File: config.mk
export PLATFORM = sky130hd
export DESIGN_NAME = spike_rate_decoder
export DESIGN_NICKNAME = d
export VERILOG_FILES = /design/src/rtl/spike_rate_decoder_pkg.sv /design/src/rtl/spike_rate_decoder_isi_meter.sv /design/src/rtl/spike_rate_decoder.sv
export SDC_FILE = /design/constraint.sdc
export NUM_CORES = 1
export LEC_CHECK = 0
export ABC_AREA = 1
export BUFFER_PORTS_ARGS = -buffer_cell sky130_fd_sc_hd__buf_2
export CAP_MARGIN = 20
export CORE_UTILIZATION = 39
export CTS_CLUSTER_DIAMETER = 80
export CTS_CLUSTER_SIZE = 24
export DETAILED_ROUTE_END_ITERATION = 6
export PLACE_DENSITY = 0.56
export SYNTH_ARGS = -nofsm -noshare
export SYNTH_HDL_FRONTEND = slang
export SYNTH_SLANG_ARGS = --single-unit
File: constraint.sdc
create_clock -name clk -period 2.4 [get_ports clk]
set_input_delay 0 -clock clk [delete_from_list [all_inputs] [get_ports clk]]
set_output_delay 0 -clock clk [all_outputs]
set_load 0.02 [all_outputs]
File: src/rtl/spike_rate_decoder_pkg.sv
// Shared spike-path types and helpers for the neuron and decoder counters.
package snn_pkg;

    typedef logic [7:0] spike_cnt_t;

    localparam spike_cnt_t SPIKE_CNT_MAX = 8'd255;

    // Increment by one, holding at the maximum instead of wrapping.
    function automatic spike_cnt_t sat_inc8(input spike_cnt_t v);
        return (v == SPIKE_CNT_MAX) ? v : spike_cnt_t'(v + 8'd1);
    endfunction

endpackage

File: src/rtl/spike_rate_decoder_isi_meter.sv
// Inter-spike interval meter: counts ticks since the last spike and reports
// the saturating interval on every spike after the first.
module spike_isi_meter
    import snn_pkg::*;
(
    input  logic       clk,
    input  logic       rst_n,
    input  logic       tick,
    input  logic       spike,
    input  logic       clear,
    output spike_cnt_t isi,
    output logic       isi_valid
);

    spike_cnt_t gap;
    logic       seen;

    // Gap counter, first-spike flag and interval output; clear wins over tick.
    always_ff @(posedge clk or negedge rst_n) begin
        if (!rst_n) begin
            gap       <= '0;
            seen      <= 1'b0;
            isi       <= '0;
            isi_valid <= 1'b0;
        end else begin
            isi_valid <= 1'b0;
            if (clear) begin
                gap  <= '0;
                seen <= 1'b0;
            end else if (tick) begin
                if (spike) begin
                    if (seen) begin
                        isi       <= sat_inc8(gap);
                        isi_valid <= 1'b1;
                    end
                    gap  <= '0;
                    seen <= 1'b1;
                end else begin
                    gap <= sat_inc8(gap);
                end
            end
        end
    end

endmodule

File: src/rtl/spike_rate_decoder.sv
// Spike train decoder: per-window spike count (rate code) and inter-spike
// interval (temporal code). Define SPIKE_DEC_EMA_EN to smooth the rate with
// an exponential moving average of shift EMA_SHIFT.
module spike_rate_decoder
    import snn_pkg::*;
#(
    parameter int unsigned WINDOW    = 16,
    parameter int unsigned EMA_SHIFT = 2
) (
    input  logic       clk,
    input  logic       rst_n,
    input  logic       en,
    input  logic       spike,
    input  logic       clear,
    output logic [7:0] rate,
    output logic       rate_valid,
    output logic [7:0] isi,
    output logic       isi_valid,
    output logic       active
);

    localparam spike_cnt_t WIN_LAST = 8'(WINDOW - 1);

    spike_cnt_t wcnt;
    spike_cnt_t cnt;
    spike_cnt_t win_c;
    spike_cnt_t rate_next_c;
    logic       tick_c;
    logic       closing_c;

    // Tick qualification and the count including the current tick's spike.
    always_comb begin
        tick_c    = en & ~clear;
        closing_c = tick_c && (wcnt == WIN_LAST);
        win_c     = spike ? sat_inc8(cnt) : cnt;
    end

`ifdef SPIKE_DEC_EMA_EN
    logic              primed;
    logic signed [8:0] diff_c;
    logic signed [8:0] step_c;
    logic signed [8:0] sum_c;

    // EMA update; the first window after reset or clear loads directly.
    always_comb begin
        diff_c      = $signed({1'b0, win_c}) - $signed({1'b0, rate});
        step_c      = diff_c >>> EMA_SHIFT;
        sum_c       = $signed({1'b0, rate}) + step_c;
        rate_next_c = primed ? 8'(unsigned'(sum_c)) : win_c;
    end

    // Primed flag marks that the EMA holds a real window value.
    always_ff @(posedge clk or negedge rst_n) begin
        if (!rst_n) begin
            primed <= 1'b0;
        end else if (clear) begin
            primed <= 1'b0;
        end else if (closing_c) begin
            primed <= 1'b1;
        end
    end
`else
    logic unused_ema_shift_c;

    // Rate is the raw window count; the smoothing shift has no effect here.
    always_comb begin
        rate_next_c        = win_c;
        unused_ema_shift_c = ^8'(EMA_SHIFT);
    end
`endif

    // Window counter, spike count and rate output.
    always_ff @(posedge clk or negedge rst_n) begin
        if (!rst_n) begin
            wcnt       <= '0;
            cnt        <= '0;
            active     <= 1'b0;
            rate       <= '0;
            rate_valid <= 1'b0;
        end else begin
            rate_valid <= 1'b0;
            if (clear) begin
                wcnt   <= '0;
                cnt    <= '0;
                active <= 1'b0;
            end else if (tick_c) begin
                if (closing_c) begin
                    wcnt       <= '0;
                    cnt        <= '0;
                    active     <= 1'b0;
                    rate       <= rate_next_c;
                    rate_valid <= 1'b1;
                end else begin
                    wcnt   <= spike_cnt_t'(wcnt + 8'd1);
                    cnt    <= win_c;
                    active <= (win_c != 8'd0);
                end
            end
        end
    end

    spike_isi_meter u_isi (
        .clk       (clk),
        .rst_n     (rst_n),
        .tick      (en),
        .spike     (spike),
        .clear     (clear),
        .isi       (isi),
        .isi_valid (isi_valid)
    );

endmodule

==> impl_metrics.yaml <==
layout:
  fillerInstances: 519
  insertedDiodeCount: 0
  drive_gt1_share_pct: 16.03
  seq_area_mm2: 0.001101
  layout_common_cells: "nand2_1 (64), dfrtp_1 (44), inv_1 (33), o21ai_0 (26), buf_2 (23)"
  stdcell_count: 357
  area_delta_synth_final_pct: 15.51
  final_common_cell: "nand2_1"
  multi_input_area_um2: 898.4
  nNetsFinal: 294
floorplanning:
  dieArea_mm2: 0.005826
  die_h_um: 76.33
  num_rows: 26
  start_util_pct: 41.39
  core_mm2: 0.005205
  die_w_um: 76.33
  ios: 24
worst_hold_path:
  hold_path.class: "primary input to flop"
synthesis:
  postSynthAreaPerCell_um2: 8.351
  synthesis.area_mm2: 0.002155
  synthCells: 258
  ys_seq_elements: 44
  yosysSeqAreaShare_pct: 51.10
  yosys_warnings: 0
  yosysUniqueCellTypes: 26
  synth.net_count: 266
route:
  routed-via-count: 1731
  route.detailed.drc: 0
  drt_iter0_drc: 78
  finalWirelength_um: 4338
  dr.pass1.iters: 4
  wl_per_cell_um: 12.15
  drt-vias-per-instance: 4.849
  ant_nets: 0
clocking:
  root_buffer: "clkbuf_8"
  htreeDepth: 2
  cts_resized: 0
  clk_latency_ns: 0.30
  cts_sinks: 44
  cts_buffers: 5
  cts_tree: "built"
  clk_pin_slew_ns: 0.08
  post-cts-setup-buffer-count: 0
  clockBufferDepth: 2
sta:
  finalSetupViolations: 0
  skew_ns: 0.007789
  final_hold_viol_count: 0
  post-route-period-util_pct: 73.83
  rsz0062_at_grt: "no"
  worst_pin_slew_ns: 0.5783
  fmax_mhz: 564.3
  final.min_clock_period_ns: 1.772
  slew_headroom_pct: 61.41
  whs_ns: 0.02895
  setup-tns-final_ns: 0
  drv_slew: 0
critical_path:
  criticalPathCategory: "flop to flop"
  cp_data_required_time_ns: 2.56
  arrival_ns: 1.93
  cp-start-kind: "flop"
  end_kind: "flop"
  crit_fanout: 8
global_routing:
  overflow: 0
  groute.usage.overall_pct: 16.60
  grt_pass1_vias: 1706
  grt_max_degree: 45
  grt_pass1_wl_um: 7721
  antenna_found_initial: 0
pwr:
  peakVddDrop_mv: 0.3298
  leakagePower_nw: 1.209
  cellPowerDensity_mw_per_mm2: 583.1
  finalPower_mw: 1.451
placed_design:
  dp_hpwl_um: 3025
  portBuffers: 23
  finalWeightedCongestion: 0.7743
  dp_cells: 346
run:
  cap_violations: 0
outcome:
  status: "complete, no violations"
[final cells by class]
cell class / instances / share of cell area [%]
multi-input combinational: 175 / 36.10
clock inverter: 2 / 1.408
timing repair buffer: 27 / 6.838
sequential: 44 / 44.24
clock buffer: 6 / 2.916
inverter: 33 / 4.977
tap: 70 / 3.519
[state kept, by name, indices dropped and copies added, names as in the netlist]
register and count:
active 1, cnt 8, rate 8, rate_valid 1
u_isi.gap 8, u_isi.isi 8, u_isi.isi_valid 1, u_isi.seen 1
wcnt 8
[layer usage]
metal | GRT usage (%) | share of wire, % | vias up
li1 | - | - | 906
met1 | 22.03 | 52 | 792
met2 | 26.22 | 43 | 29
met3 | 3.832 | 3.5 | 4
met4 | 6.538 | 1.4 | 0
met5 | 0 | 0 | -
[worst max-delay path, stage by stage (launching register included)]
cell and delay, ns:
dfrtp_1 0.38, ha_1 0.19, nand3_1 0.20, o21ai_1 0.51
buf_4 0.26, o22ai_1 0.09
[worst paths after layout]
check                             start           end  slack [ns]  cells past startpoint
min in group asynchronous         rst_n       rate[2]        0.21                      2
max reg2reg                     wcnt[0]        cnt[0]        0.63                      5
max in group asynchronous         rst_n  u_isi.isi[4]        1.69                      3
min reg2reg                u_isi.isi[5]  u_isi.isi[5]        0.48                      2
min                                  en  u_isi.gap[3]        0.03                      4
max                             wcnt[0]        cnt[0]        0.63                      5
[stage by stage]
step / setup WS, ns / util (%) / instance area (um^2)
finish: 0.6280 / 47.81 / 2489
global route: 0.4411 / 47.81 / 2489
CTS: 0.6291 / 47.28 / 2461
detailed placement: 0.6488 / 44.83 / 2333
global placement: 0.6414 / 44.83 / 2333
floorplan: 0.9146 / - / 2155
[synth_stat cells (all sizes together)]
| cell | n | area (um^2) |
|---|---|---|
| a21oi | 2 | 10.01 |
| a22o | 1 | 8.760 |
| and3 | 1 | 6.260 |
| buf | 4 | 22.52 |
| clkbuf | 2 | 8.750 |
| dfrtp | 44 | 1101 |
| ha | 3 | 37.54 |
| inv | 33 | 123.9 |
| nand2 | 69 | 271.5 |
| nand3 | 14 | 75.07 |
| nand4 | 6 | 37.54 |
| nor2 | 23 | 113.9 |
| nor3 | 3 | 15.01 |
| nor4 | 1 | 6.260 |
| o21ai | 28 | 143.9 |
| o22ai | 15 | 93.84 |
| xnor2 | 2 | 17.52 |
| xor2 | 7 | 61.31 |
[timing repair]
action	4_1_cts	5_1_grt
endpoints found under the setup margin	0	0
endpoints found under the hold margin	45	0
hold buffers	2	0
[power breakdown]
| group | switching [mW] | internal, mW |
|---|---|---|
| registers | 0.0124 | 0.761 |
| logic | 0.0808 | 0.0387 |
| clock network | 0.249 | 0.309 |
| total | 0.342 | 1.11 |
[cell families after synthesis]
group,share of synthesized area (%)
compound gates,11.90
flops,51.10
xor+xnor,3.659
simple gates,24.39
fa+ha+maj,1.742
buf+inv,7.201
Power figures use the tool's default switching activity.
